[src/rtl/self_sprite_datapath.sv]
`default_nettype none
// ============================================================================
//  Module   : self_sprite_datapath
//  Purpose  : Player sprite position register, button move logic and 5x5
//             pixel scanner feeding the VGA adapter.
//  Revision : 1.0  initial release
// ============================================================================
module self_sprite_datapath #(
    parameter int         SPRITE_W    = 5,
    parameter int         SPRITE_H    = 5,
    parameter int         X_MAX       = 160,
    parameter int         Y_MAX       = 120,
    parameter int         X_INIT      = 78,
    parameter int         Y_INIT      = 110,
    parameter int         STEP        = 1,
    parameter logic [2:0] DRAW_COLOUR = 3'b110,
    parameter logic [2:0] BG_COLOUR   = 3'b000
) (
    input  logic       clk,
    input  logic       reset_n,
    input  logic       move_en,
    input  logic       load_coord,
    input  logic       draw_en,
    input  logic [3:0] self_state,
    input  logic       left,
    input  logic       right,
    input  logic       up,
    input  logic       down,
    output logic [7:0] x_out,
    output logic [6:0] y_out,
    output logic [2:0] colour_out,
    output logic       plot_out,
    output logic       done,
    output logic [7:0] pos_x,
    output logic [6:0] pos_y
);

    localparam logic [8:0] c_step     = 9'(STEP);
    localparam logic [8:0] c_x_lim    = 9'(X_MAX - SPRITE_W);
    localparam logic [8:0] c_y_lim    = 9'(Y_MAX - SPRITE_H);
    localparam logic [4:0] c_npix     = 5'(SPRITE_W * SPRITE_H);
    localparam logic [2:0] c_col_last = 3'(SPRITE_W - 1);
    localparam logic [3:0] c_st_draw  = 4'd1;
    localparam logic [3:0] c_st_erase = 4'd2;

    // ------------------------------------------------------------------
    // Pending move register {left, right, up, down}
    // ------------------------------------------------------------------
    logic [3:0] w_btn;
    logic [3:0] r_pend;
    logic [3:0] w_eff;
    logic       w_load;

    assign w_btn  = {left, right, up, down};
    assign w_eff  = r_pend | (move_en ? w_btn : 4'b0000);
    assign w_load = load_coord & ~draw_en;

    always_ff @(posedge clk or negedge reset_n) begin
        if (!reset_n) begin
            r_pend <= 4'b0000;
        end else if (w_load) begin
            r_pend <= 4'b0000;
        end else if (move_en && !load_coord) begin
            r_pend <= r_pend | w_btn;
        end
    end

    // ------------------------------------------------------------------
    // Next position with clamping; sums held at 9 bits so they cannot wrap
    // ------------------------------------------------------------------
    logic [7:0] r_pos_x;
    logic [6:0] r_pos_y;
    logic [8:0] w_x_ext;
    logic [8:0] w_y_ext;
    logic [8:0] w_x_inc;
    logic [8:0] w_y_inc;
    logic [7:0] w_next_x;
    logic [6:0] w_next_y;

    assign w_x_ext = {1'b0, r_pos_x};
    assign w_y_ext = {2'b00, r_pos_y};
    assign w_x_inc = w_x_ext + c_step;
    assign w_y_inc = w_y_ext + c_step;

    always_comb begin
        w_next_x = r_pos_x;
        case ({w_eff[3], w_eff[2]})
            2'b10:   w_next_x = (w_x_ext >= c_step) ? 8'(w_x_ext - c_step) : 8'd0;
            2'b01:   w_next_x = (w_x_inc <= c_x_lim) ? w_x_inc[7:0] : c_x_lim[7:0];
            default: w_next_x = r_pos_x;
        endcase
    end

    always_comb begin
        w_next_y = r_pos_y;
        case ({w_eff[1], w_eff[0]})
            2'b10:   w_next_y = (w_y_ext >= c_step) ? 7'(w_y_ext - c_step) : 7'd0;
            2'b01:   w_next_y = (w_y_inc <= c_y_lim) ? w_y_inc[6:0] : c_y_lim[6:0];
            default: w_next_y = r_pos_y;
        endcase
    end

    always_ff @(posedge clk or negedge reset_n) begin
        if (!reset_n) begin
            r_pos_x <= 8'(X_INIT);
            r_pos_y <= 7'(Y_INIT);
        end else if (w_load) begin
            r_pos_x <= w_next_x;
            r_pos_y <= w_next_y;
        end
    end

    assign pos_x = r_pos_x;
    assign pos_y = r_pos_y;

    // ------------------------------------------------------------------
    // Scan counters: idx runs 0..npix so the scan lasts npix+1 cycles,
    // matching the control FSM's own count.
    // ------------------------------------------------------------------
    logic [2:0] r_col;
    logic [2:0] r_row;
    logic [4:0] r_idx;

    always_ff @(posedge clk or negedge reset_n) begin
        if (!reset_n) begin
            r_col <= 3'd0;
            r_row <= 3'd0;
            r_idx <= 5'd0;
        end else if (!draw_en || (r_idx >= c_npix)) begin
            r_col <= 3'd0;
            r_row <= 3'd0;
            r_idx <= 5'd0;
        end else begin
            r_idx <= r_idx + 5'd1;
            if (r_col == c_col_last) begin
                r_col <= 3'd0;
                r_row <= r_row + 3'd1;
            end else begin
                r_col <= r_col + 3'd1;
            end
        end
    end

    assign done = draw_en & (r_idx == c_npix);

    // ------------------------------------------------------------------
    // Registered pixel output
    // ------------------------------------------------------------------
    logic       w_state_active;
    logic       w_valid;
    logic [7:0] r_x;
    logic [6:0] r_y;
    logic [2:0] r_colour;
    logic       r_plot;

    assign w_state_active = (self_state == c_st_draw) || (self_state == c_st_erase);
    assign w_valid        = draw_en & (r_idx < c_npix) & w_state_active;

    always_ff @(posedge clk or negedge reset_n) begin
        if (!reset_n) begin
            r_x      <= 8'd0;
            r_y      <= 7'd0;
            r_colour <= 3'd0;
            r_plot   <= 1'b0;
        end else begin
            r_plot <= w_valid;
            if (w_valid) begin
                r_x      <= r_pos_x + {5'd0, r_col};
                r_y      <= r_pos_y + {4'd0, r_row};
                r_colour <= (self_state == c_st_draw) ? DRAW_COLOUR : BG_COLOUR;
            end
        end
    end

    assign x_out      = r_x;
    assign y_out      = r_y;
    assign colour_out = r_colour;
    assign plot_out   = r_plot;

endmodule
`default_nettype wire

[config.mk]
export PLATFORM = sky130hd
export DESIGN_NAME = self_sprite_datapath
export DESIGN_NICKNAME = d
export VERILOG_FILES = /design/src/rtl/self_sprite_datapath.sv
export SDC_FILE = /design/constraint.sdc
export NUM_CORES = 1
export LEC_CHECK = 0
export ABC_CLOCK_PERIOD_IN_PS = 4700
export BUFFER_PORTS_ARGS = -buffer_cell sky130_fd_sc_hd__buf_4
export CAP_MARGIN = 25
export CORE_UTILIZATION = 45
export DETAILED_ROUTE_END_ITERATION = 12
export GPL_TIMING_DRIVEN = 0
export PLACE_DENSITY = 0.64
export SYNTH_ARGS = -nofsm -noshare
export SYNTH_HDL_FRONTEND = slang
export SYNTH_SLANG_ARGS = --single-unit
[constraint.sdc]
create_clock -name clk -period 4.7 [get_ports clk]
set_clock_uncertainty 0.2 [all_clocks]
set_input_delay 0 -clock clk [delete_from_list [all_inputs] [get_ports clk]]
set_output_delay 0 -clock clk [all_outputs]
set_load 0.02 [all_outputs]
==> impl_results.md <==
* Final nets at 483
* Layout cells sized above 1 at 20.94%
* Ys Warns at 0
* Final period util at 55.50%
* Count leader, synth: dfrtp_1
* P&R area growth vs syn at 21.12%
* Peak VDD IR at 269.3 µV
* Setup slack after layout at 2092 ps
* CTS tree: built
* Largest net degree at the start of global routing at 48
* Drt via density at 5.642
* P_int at 0.001157 W
* Number of CTS-inserted buffers at 5
* CP endpoint kind: flop
* Antenna diode count at 0
* Yosys cell types at 66
* Vias in the first global route at 2855
* Overflow after GRT at 0
* Die Wd at 88.24 µm
* Initial antenna violation count at 0
* Reg2Reg Depth at 6
* GPL Wtd Cong at 0.8977
* Pwr Density at 518.5 nW/µm²
* Final worst path period need at 2608 ps
* EDFF count, synth at 0
* Max Root-Sink Buffers at 2
* Main flop type after synthesis: dfrtp_1
* DRT Wirelength at 8067 µm
* Slew margin rel. at 45.21%
* Die H at 88.24 µm
* Startpoint Class: flop
* Synth top cells by count: 38 x dfrtp_1, 33 x nand2_1, 29 x nor2_1
* Clk slew on worst S/H paths at 100 ps
* Part of the power in the clock network at 15.1%
* Top-area cell type share of the netlist area at 28.41%
* Unrepaired setup endpoints after global routing: false
* CP required at 4700 ps
* Drt pass-1 iters at 5
* Sink Count at 47
* CTS resizes at 0
* Arrival @ worst endpoint at 2600 ps
* Fmax at 0.3834 GHz
* Critical path launch point: r_idx[2]
* Cell taking the most area after synthesis: dfrtp_1
* # port buffers at 45
* Avg Inst Size Synth at 8.739 µm²
* Die area at 7786 µm²
* Slowest cell on the critical path: dlygate4sd3_1
* Syn nets at 418
* Hold slack at 35.07 ps
* H-tree levels at 2
* Synth area leaders: dfrtp_1 28%, ha_1 7.5%, dfstp_2 7.1%
* Post-DP Area at 3809 µm²
* Row count at 31
* P_leak at 1.719 nW
* Post-DRT Antenna Nets at 0
* Logic pwr share at 52.4%
* Fin area at 4054 µm²
* Postcts setup bufs at 0
* Worst path cell trace: nor3_2 > o21ai_1 > or4_4 > dlygate4sd3_1 > buf_6 > mux2_4
* Initial DRC count at 150
* Final hold viol count at 0
* Status: finished clean
* # DRC at 0
* Critical Path Fanout Max at 10
* Mapped Area at 3347 µm²
* First-pass GRT wire length at 13430 µm
* Slew Viols, Final at 0
* Sequential area share after synthesis at 35.48%
* Psw at 0.0009453 W
* Overall Global Routing Usage at 22.09%
* # IOs at 48
* Root Buffer: clkbuf_8
* DPL Wire Length at 5857 µm
* Seq pwr share at 32.6%
* DP Worst Slack at 2253 ps
* FF+latch count, synth at 47
* Starting Density at 46.39%
* CTS Hold Bufs at 13
* Final Setup Violations at 0
* Reg2Reg Launch Point: r_idx[2]
* MaxCap Viol Count at 0
* Average routed wire per standard cell at 14.72 µm
* Via count at 3092
* Ys async rst share at 100.0%
* Sw frac at 44.97%
* Worst-margin pin slew at 820.1 ps
* Post-Route Setup TNS at 0 ps
* Kind of critical path: reg2reg
* Hold Path Class: in2async
* Clk Latency, worst-skew pair at 300 ps
* Slowest stage delay, CP at 610 ps
* Core area at 7214 µm²
* Synthesized netlist cell count at 383
## kinds of logic (layout without fill, tap and decap cells)
kind of cell,Yosys count,count (layout),synth area share (%)
AND/OR/NAND/NOR,133,133,20.79
AO/OA/AOI/OAI,113,113,21.76
flip-flops,47,47,35.48
buffers and inverters,42,108,6.056
adder cells (fa/ha/maj),22,22,8.673
XOR/XNOR,19,19,4.972
multiplexers,6,6,2.168
other,1,1,0.1120
## stage by stage
step	util (%)	std cells	power [W]
finish	56.19	548	0.002102
global placement	52.79	527	0.001768
floorplan	-	383	0.001402
global route	56.19	548	0.002256
detailed placement	52.79	527	0.001776
CTS	56.19	548	0.002111
## critical path, delay by kind of cell, from the launching register on
kind / cells / cell delay, ps
AO/OA/AOI/OAI: 1 / 110
AND/OR/NAND/NOR: 2 / 690
multiplexers: 1 / 290
flip-flops: 1 / 450
buffers and inverters: 2 / 770
## power by group through the flow
stage | Combinational (W) | Clock [W] | Sequential, W
2_1_floorplan | 0.000608 | 0 | 0.000794
3_3_place_gp | 0.00108 | 0 | 0.000692
3_5_place_dp | 0.00108 | 0 | 0.000696
4_1_cts | 0.00110 | 0.000327 | 0.000687
5_1_grt | 0.00121 | 0.000337 | 0.000707
6_report | 0.00110 | 0.000317 | 0.000685
## sequential cells by signal (all words and copies together) (netlist names)
name	cells
pos_y	7
r_pend	4
r_row	3
pos_x	8
plot_out	1
x_out	8
r_idx	5
colour_out	1
r_col	3
y_out	7
## cells in the final DEF, fill, tap and decap left out, types with 7 or more instances in the layout
cell / netlist / final
a21oi_1: 25 / 25
buf_4: 2 / 47
clkbuf_1: 11 / 11
dfrtp_1: 38 / 38
dfstp_2: 9 / 9
dlygate4sd3_1: 0 / 13
ha_1: 20 / 20
inv_1: 18 / 18
nand2_1: 33 / 33
nand3_1: 16 / 16
nor2_1: 29 / 29
nor3_1: 9 / 9
o21ai_0: 26 / 26
o21ai_1: 12 / 12
o31ai_1: 7 / 7
xnor2_1: 9 / 9
xor2_1: 10 / 10
## layout make-up
| cell class | instances | area [µm²] |
|---|---|---|
| well taps | 99 | 123.9 |
| flip-flops and latches | 47 | 1187 |
| multi-input cells | 294 | 1957 |
| repair buffers | 58 | 467.9 |
| inverters | 18 | 67.56 |
| fillers | 701 | 3161 |
| clock inverters | 3 | 46.29 |
| plain buffers | 24 | 135.1 |
| clock buffers | 5 | 68.82 |
## worst paths after layout
check / endpoint / slack, ps
max: x_out[0] / 2090
min: x_out[6] / 40
max reg2reg: x_out[0] / 2090
min reg2reg: x_out[1] / 290
max in group asynchronous: r_idx[2] / 3860
min in group clk: pos_y[2] / 190
## metal layers
metal	share of wire (%)	vias to the layer above	global-route usage, %
li1	-	1517	-
met1	45	1451	29.81
met2	48	108	36.36
met3	5.0	16	2.985
met4	1.9	0	7.918
met5	0	-	0
Note: power is estimated with default switching activity, not from simulation.
